`src/rtl/hqm_AW_pkg.sv`:
```
// Shared types and elaboration-time helpers for the assertion-side ofifo scheduler.
//   ofifo_sched_state_t : controller FSM states
//   aw_logb2()          : floor(log2(value)), 0 for value <= 1
//   id_width()          : requester id width for a given requester count
package hqm_AW_pkg;

  typedef enum logic [1:0] {
    INIT  = 2'd0,
    RUN   = 2'd1,
    DRAIN = 2'd2
  } ofifo_sched_state_t;

  function automatic int unsigned aw_logb2(input int unsigned value);
    int unsigned v;
    int unsigned r;
    v = value;
    r = 0;
    while (v > 1) begin
      v = v >> 1;
      r = r + 1;
    end
    return r;
  endfunction

  function automatic int unsigned id_width(input int unsigned num_req);
    return aw_logb2(num_req - 1) + 1;
  endfunction

endpackage

```
`src/rtl/hqm_AW_rr_arb.sv`:
```
// Round-robin arbiter.
//   clk, rst  : clock, asynchronous active-high reset
//   req_i     : per-requester request vector
//   update_i  : advance the priority pointer past the current winner
//   gnt_v_o   : some request is present
//   gnt_id_o  : winning requester, searched upward from the priority pointer
module hqm_AW_rr_arb
  import hqm_AW_pkg::*;
#(
  parameter int unsigned NUM_REQ = 4,
  parameter int unsigned IDWIDTH = id_width(NUM_REQ)
) (
  input  logic               clk,
  input  logic               rst,
  input  logic [NUM_REQ-1:0] req_i,
  input  logic               update_i,
  output logic               gnt_v_o,
  output logic [IDWIDTH-1:0] gnt_id_o
);

  logic [IDWIDTH-1:0] ptr_q, ptr_d;
  logic [IDWIDTH-1:0] cand;
  int unsigned        idx;

  always_comb begin
    gnt_v_o  = 1'b0;
    gnt_id_o = '0;
    idx      = 0;
    cand     = '0;
    for (int unsigned i = 0; i < NUM_REQ; i++) begin
      // Candidate order ptr, ptr+1, ... modulo NUM_REQ (need not be a power of 2).
      idx = 32'(ptr_q) + i;
      if (idx >= NUM_REQ) idx = idx - NUM_REQ;
      cand = IDWIDTH'(idx);
      if (!gnt_v_o && req_i[cand]) begin
        gnt_v_o  = 1'b1;
        gnt_id_o = cand;
      end
    end
  end

  always_comb begin
    ptr_d = ptr_q;
    if (update_i && gnt_v_o) begin
      ptr_d = (gnt_id_o == IDWIDTH'(NUM_REQ - 1)) ? '0 : gnt_id_o + IDWIDTH'(1);
    end
  end

  always_ff @(posedge clk or posedge rst) begin
    if (rst) begin
      ptr_q <= '0;
    end else begin
      ptr_q <= ptr_d;
    end
  end

endmodule

```
`config.mk`:
```
export PLATFORM = sky130hd
export DESIGN_NAME = hqm_AW_rr_arb
export DESIGN_NICKNAME = d
export VERILOG_FILES = /design/src/rtl/hqm_AW_pkg.sv /design/src/rtl/hqm_AW_rr_arb.sv
export SDC_FILE = /design/constraint.sdc
export NUM_CORES = 1
export LEC_CHECK = 0
export ABC_AREA = 1
export CORE_AREA = 3 3 40 42
export DETAILED_ROUTE_END_ITERATION = 12
export DIE_AREA = 0 0 43 45
export PLACE_DENSITY_LB_ADDON = 0.3
export SYNTH_ARGS = -nofsm -noshare
export SYNTH_HDL_FRONTEND = slang
export SYNTH_SLANG_ARGS = --single-unit
```
`constraint.sdc`:
```
create_clock -name clk -period 1.85 [get_ports clk]
set_input_delay 0.37 -clock clk [delete_from_list [all_inputs] [get_ports clk]]
set_output_delay 0.37 -clock clk [all_outputs]
set_load 0.005 [all_outputs]
```
; Word-level counts from Yosys, hierarchy flattened
; Cells that the tools add are included.
; Widths: inputs -> output; s select.
[word_totals]
reg_bits = 2
in_bits = 7
wordCells = 46
out_inout_bits = 3
[classes]
n_eq_ne = 1
n_addsub = 8
n_reduce_logical = 7
muxes = 21
magnitude_cmp = 8
[op_table]
columns = cell, n
row1 = $mux 2, 9
row2 = $lt 2x3->1 const B, 4
row3 = $ge 3x3->1 const B, 3
row4 = $bmux 1 s2, 4
row5 = $mux 1, 8
row6 = $sub 2x1->2 const B, 4
row7 = $add 2x2->3 const B, 2
row8 = $logic_and 1x1->1, 4
row9 = $add 2x1->3 const B, 1
row10 = $ge 2x3->1 const B, 1
row11 = $logic_not 1->1, 3
row12 = $add 2x1->2 const B, 1
row13 = $eq 2x2->1 const B, 1

; Depth between registers and ports, before layout
; Gate-level depths: netlist (run 1).
[logic_depth]
word_depth = 16
ltp_mapped = 13
depth_no_buf = 13

; Least setup slack after synthesis (run 1)
; Ideal clock, no wire load.
[synth_path]
kind = register to output
start = register ptr_q[0]
end = output gnt_id_o[0]
path_buffers = 1
t_arrival_ns = 1.117
path_slack_ns = 0.363
required_time_ns = 1.480
path_stages_with_launch = 11
path_cell_list = dfrtp_1 > buf_6 > nand2_1 > nand2_2 > nand2_1 > nand2_1 > nor2_2 > nand3_1 > nand2_1 > nand2_1 > inv_2
[synth_between]
elab_chain_len = 14
[synth_lines]
columns = item, line_no
row1 = "start, declared", hqm_AW_rr_arb.sv:21  ; logic [IDWIDTH-1:0] ptr_q, ptr_d;
row2 = "start signal, assigned", hqm_AW_rr_arb.sv:53  ; ptr_q <= ptr_d;
row3 = "parallel branches: the longest is 13 deep, another holds $add 2x1->3", --
row4 = $mux 2 (*), hqm_AW_rr_arb.sv:35  ; if (!gnt_v_o && req_i[cand]) begin
row5 = "end, declared", hqm_AW_rr_arb.sv:18  ; output logic [IDWIDTH-1:0] gnt_id_o
; Mark *: on every way between the ends. The select of a mux whose other input is x is not followed.

; Final worst setup path (run 1)
[layout_path]
start = register ptr_q[0]
end = output gnt_id_o[1]
; Same word-level chain as after synthesis.

==> results of run 1 <==
## report_power, final
group	internal [mW]	switching (mW)
registers	0.0722	0.0672
clock network	0.0713	0.0223
logic	0.803	0.774
total	0.947	0.863
## routing by layer
metal  track usage, %  vias up
li1                 -      312
met1             17.5      265
met2             27.2        6
met3             3.59        0
met4             12.7        0
met5                0        -
## cell type report
type	instances	area [sq um]
Fill cell	122	442
Multi-Input combinational cell	66	438
Timing Repair Buffer	30	259
Sequential cell	2	52.6
Inverter	12	52.6
Clock buffer	3	22.5
Tap cell	15	18.8
## timing repair
action | CTS | global route
hold buffers | 0 | 0
pin swaps | 21 | 19
endpoints found under the setup margin | 3 | 4
buffers inserted | 12 | 1
gates resized for setup | 51 | 16
## stage by stage
step | utilization, % | TNS, ps | instances | area [sq um] | hold WS (ps)
final | 65.6 | -364 | 128 | 843 | 295
after global routing | 65.6 | -860 | 128 | 843 | 304
after CTS | 61.4 | -363 | 129 | 790 | 288
after detailed placement | 45.6 | -1910 | 114 | 586 | 527
after global placement | 45.6 | -1810 | 114 | 586 | 526
after floorplan | - | 0 | 81 | 413 | 111
## logic make-up after synthesis
group,Yosys count,share of synthesized area [%]
buffers and inverters,13,13.6
flip-flops,2,12.1
AO/OA/AOI/OAI,4,4.85
AND/OR/NAND/NOR,62,69.4
## cell usage after synthesis
library cell,count,share of area (%)
nand3_2,3,7.3
nand2_4,1,2.7
nor2_2,1,1.5
inv_1,7,6.4
buf_6,1,2.7
nand2_2,5,7.6
nand2_1,44,40
nand3_1,6,7.3
a21oi_1,2,2.4
dfrtp_1,2,12
nor2_1,1,0.91
inv_2,5,4.5
o21ai_1,2,2.4
or2_4,1,2.1
## worst paths after layout
check / cells past startpoint / end / from
setup / recovery: 10 / gnt_id_o[1] / ptr_q[0]
max in group asynchronous: 2 / ptr_q[0] / rst
min in group clk: 3 / ptr_q[1] / ptr_q[1]
setup reg to reg: 15 / ptr_q[1] / ptr_q[0]
hold / removal: 2 / ptr_q[1] / rst
hold reg to reg: 3 / ptr_q[1] / ptr_q[1]
==> impl_metrics.tcl, run 1 <==
set metrics [dict create \
    skew_ps 4.25 \
    final_cell_mix "nand2_1 (25), buf_4 (16), nand2_2 (15), nand2_4 (10), buf_6 (7)" \
    nNetsFinal 122 \
    grt_max_degree 9 \
    wirelength_um 1310 \
    detail_route.iter0.violations 7 \
    finalMaxSlewViolations 0 \
    die-area_sq_um 1940 \
    p_leak_nw 0.470 \
    die_h_um 45 \
    start_kind "flip-flop" \
    root_buffer "clkbuf_4" \
    dr.max_layer_used "met3" \
    cp.arrival_ps 1600 \
    path_buf_inv 3 \
    final_common_cell "nand2_1" \
    synth-seq-area-share_pct 12.1 \
    required_ps 1480 \
    cts.sinks 2 \
    synth_fp_nets 88 \
    pre_cts_ws_ps -578 \
    core_area_sq_um 1280 \
    top_regs "ptr_q x2" \
    status "finished with violations" \
    first_pass_iters 4 \
    yosysUniqueCellTypes 14 \
    hp-class "input pin to asynchronous set/reset pin" \
    post-route-period-util_pct 107 \
    initial_core_util_pct 32.1 \
    setup_viol 3 \
    chipWidth_um 43 \
    wl_met3_um 24 \
    path_common_cell "nand2_1" \
    synth_area_per_cell_sq_um 5.10 \
    worstSetupEndpointType "output port" \
    drv_cap 0 \
    hpwl_um 824 \
    clock.fmax_ghz 0.507 \
    cpPeakStageDelay_ps 450 \
    synthCells 81 \
    finalHoldViolations 0 \
    clk_latency_ps 220 \
    synth-seq-cells 2 \
    regMostFlops "ptr_q" \
    cp_top_family "simple AND/OR/NAND/NOR gates" \
    row_count 13 \
    drive_gt1_share_pct 63.7 \
    post-route-min-period_ps 1970 \
    antenna_found_initial 0 \
    tightest_slew_ps 207 \
    violations "setup timing" \
    drcViolationCount 0 \
    gp_congestion 0.763 \
    wl_met1_um 526 \
    largest_reg_flops 2 \
    cts_tree "done" \
    cp_slowest_cell "dfrtp_2" \
    vias 583 \
    grt_pass1_wl_um 2350 \
    cts_buffers 3 \
    area_growth_pct 104 \
    synth_warnings 0 \
    wl_met2_um 760 \
    crit_fanout 8 \
    critical_path_class "flip-flop to output port" \
    diodes 0 \
    grt_pass1_vias 582 \
    io-pin-count 10 \
    powerDensity_nw_per_um2 2150 \
    cts_max_path_buffers 2 \
    syn_area_sq_um 413 \
    setup_ws_ps -124 \
    antenna_left 0 \
    grt_usage_pct 16.1 \
    avgRoutedWirePerCell_um 10.3 \
    max-slew-margin-rel_pct 86.2 \
    gr-total-overflow 0 \
    vias_per_cell 4.55 \
    power_mw 1.81 \
    worst-r2r-setup-slack_ps 90 \
    vdd_ir_drop_max_mv 1.17 \
    port_buffers 9 \
    cts.reportedPaths.clkPinSlew_ps 30 \
    htree_levels 1 \
    path_cells "clkinv_4 > nand2_4 > nand3_4 > buf_4 > nand2_1 > nand2_1 > nand2_2 > nand2_1 > nand2_1 > buf_2" \
    rsz0062_at_grt "true" \
]
No activity file was read; power rests on OpenSTA's default activity.
==> run 2: changes to the inputs <==
--- a/config.mk
+++ b/config.mk
@@ -10,6 +10,7 @@
 export DETAILED_ROUTE_END_ITERATION = 12
 export DIE_AREA = 0 0 43 45
 export PLACE_DENSITY_LB_ADDON = 0.3
+export SKIP_LAST_GASP = 1
 export SYNTH_ARGS = -nofsm -noshare
 export SYNTH_HDL_FRONTEND = slang
 export SYNTH_SLANG_ARGS = --single-unit
==> results of run 2 <==
The final DEF is identical to that of run 1; final timing and power are the same.
==> run 3: changes to the inputs <==
--- a/config.mk
+++ b/config.mk
@@ -10,6 +10,7 @@
 export DETAILED_ROUTE_END_ITERATION = 12
 export DIE_AREA = 0 0 43 45
 export PLACE_DENSITY_LB_ADDON = 0.3
+export SETUP_SLACK_MARGIN = 0.05
 export SKIP_LAST_GASP = 1
 export SYNTH_ARGS = -nofsm -noshare
 export SYNTH_HDL_FRONTEND = slang
==> constraint.sdc (replaced) <==
create_clock -name clk -period 2 [get_ports clk]
set_input_delay 0.4 -clock clk [delete_from_list [all_inputs] [get_ports clk]]
set_output_delay 0.4 -clock clk [all_outputs]
set_load 0.005 [all_outputs]
==> run 3 against run 2 <==
  * Via count is 2.1% lower
  * Sequential power shrank 22%
  * Flip-flop and latch count unchanged
  * The run still ends with setup timing left
  * Combinational power down 11%
  * Global-route usage down 1.4 points
  * Worst setup slack improved by 110 ps
  * Clock power fell by 3.6%
  * Utilization is 2.7 points lower
  * Critical path type unchanged
==> impl_metrics.tcl, run 3 (same netlist as run 1, synthesis figures left out) <==
set metrics [dict create \
    worstSetupEndpointType "output port" \
    final_common_cell "nand2_1" \
    row_count 13 \
    vdd_ir_drop_max_mv 1.02 \
    violations "setup timing" \
    detail_route.iter0.violations 4 \
    place_area_sq_um 571 \
    p_int_uw 830 \
    setup_viol 1 \
    grt_usage_pct 14.7 \
    post-route-min-period_ps 2020 \
    final_util_pct 62.9 \
    cp_top_family "flip-flops" \
    grt_max_degree 9 \
    status "finished with violations" \
    nNetsFinal 121 \
    area_growth_pct 95.8 \
    regMostFlops "ptr_q" \
    required_ps 1600 \
    tightest_slew_ps 191 \
    gr-total-overflow 0 \
    p_clk_share_pct 5.6 \
    vias 571 \
    cpPeakStageDelay_ps 460 \
    final_cell_area_sq_um 808 \
    drcViolationCount 0 \
    chipWidth_um 43 \
    io-pin-count 10 \
    htree_levels 1 \
    worst-r2r-setup-slack_ps 60 \
    top_regs "ptr_q x2" \
    diodes 0 \
    die_h_um 45 \
    initial_core_util_pct 32.1 \
    core_area_sq_um 1280 \
    skew_ps 2.53 \
    antenna_left 0 \
    path_cells "buf_6 > nand2_2 > nand2_2 > nand2_2 > nand2_2 > buf_6 > a21oi_2 > nand2_1 > nand2_2 > inv_2 > buf_2" \
    antenna_found_initial 0 \
    cts_max_path_buffers 2 \
    start_kind "flip-flop" \
    cts.sinks 2 \
    switching_power_uw 778 \
    finalMaxSlewViolations 0 \
    clk_latency_ps 230 \
    first_pass_iters 4 \
    cp_slowest_cell "dfrtp_2" \
    vias_per_cell 4.50 \
    largest_reg_flops 2 \
    cts_hold_buffers 0 \
    dp.cells 112 \
    root_buffer "clkbuf_4" \
    p_leak_nw 0.455 \
    path_buf_inv 4 \
    gp_congestion 0.784 \
    final_cell_mix "nand2_1 (29), buf_4 (17), nand2_2 (12), nand2_4 (9)" \
    critical_path_class "flip-flop to output port" \
    crit_fanout 5 \
    cts_buffers 3 \
    cts_tree "done" \
    path_common_cell "nand2_2" \
    post-route-period-util_pct 101 \
    powerDensity_nw_per_um2 1990 \
    switching_share_pct 48.4 \
    drive_gt1_share_pct 58.9 \
    rsz0062_at_grt "true" \
    clock.fmax_ghz 0.496 \
    cts.reportedPaths.clkPinSlew_ps 30 \
    finalHoldViolations 0 \
    cp.arrival_ps 1620 \
    max-slew-margin-rel_pct 87.2 \
    die-area_sq_um 1940 \
    grt_pass1_wl_um 2100 \
    setup_ws_ps -15.0 \
    avgRoutedWirePerCell_um 9.95 \
    drv_cap 0 \
    hpwl_um 789 \
    layoutNonFillerInstCount 127 \
    port_buffers 9 \
    fill_cells 122 \
    p_seq_share_pct 6.7 \
    grt_pass1_vias 530 \
    hp-class "input pin to asynchronous set/reset pin" \
    pwr-share-comb_pct 87.6 \
    wirelength_um 1260 \
]
-- run 3: routing by layer --
metal	vias up	share of wire, %	global-route usage [%]	wire, um
met5	-	0	0	0
met4	0	2.7	9.04	34
met3	4	1.6	2.39	20
met2	10	54	26.9	686
met1	247	41	15.8	523
li1	310	-	-	-
-- run 3: final timing paths --
check | start | cells after the start | endpoint
setup / recovery | ptr_q[0] | 11 | gnt_id_o[0]
setup reg to reg | ptr_q[0] | 15 | ptr_q[1]
hold / removal | rst | 2 | ptr_q[1]
hold reg to reg | ptr_q[1] | 3 | ptr_q[1]
min in group clk | ptr_q[1] | 3 | ptr_q[1]
max in group asynchronous | rst | 2 | ptr_q[0]
-- run 3: final cells by class --
cell class | count | area [sq um] | share of cell area, %
Sequential cell | 2 | 51.3 | 6.35
Clock buffer | 3 | 22.5 | 2.79
Timing Repair Buffer | 29 | 238 | 29.4
Multi-Input combinational cell | 66 | 423 | 52.3
Inverter | 12 | 55.1 | 6.81
Tap cell | 15 | 18.8 | 2.32
-- run 3: power by group through the flow --
stage	Combinational (mW)	Sequential [mW]	Clock [mW]
2_1_floorplan	0.570	0.0878	0
3_3_place_gp	0.873	0.0987	0
3_5_place_dp	0.877	0.0990	0
4_1_cts	1.27	0.109	0.0962
5_1_grt	1.55	0.112	0.105
6_report	1.41	0.108	0.0902
-- run 3: metrics by stage --
stage	hold slack (ps)	setup WS [ps]	power [mW]	setup TNS [ps]
after global placement	556	-473	0.972	-1350
final	320	-15.0	1.61	-15.0
after detailed placement	558	-487	0.976	-1420
after global routing	320	-133	1.77	-373
after floorplan	141	483	0.658	0
after CTS	313	-9.17	1.47	-9.17
-- run 3: repair_timing --
action / CTS / global route
buffers inserted: 12 / 0
setup endpoints to repair: 3 / 4
pin swaps: 19 / 6
gates resized for setup: 48 / 10
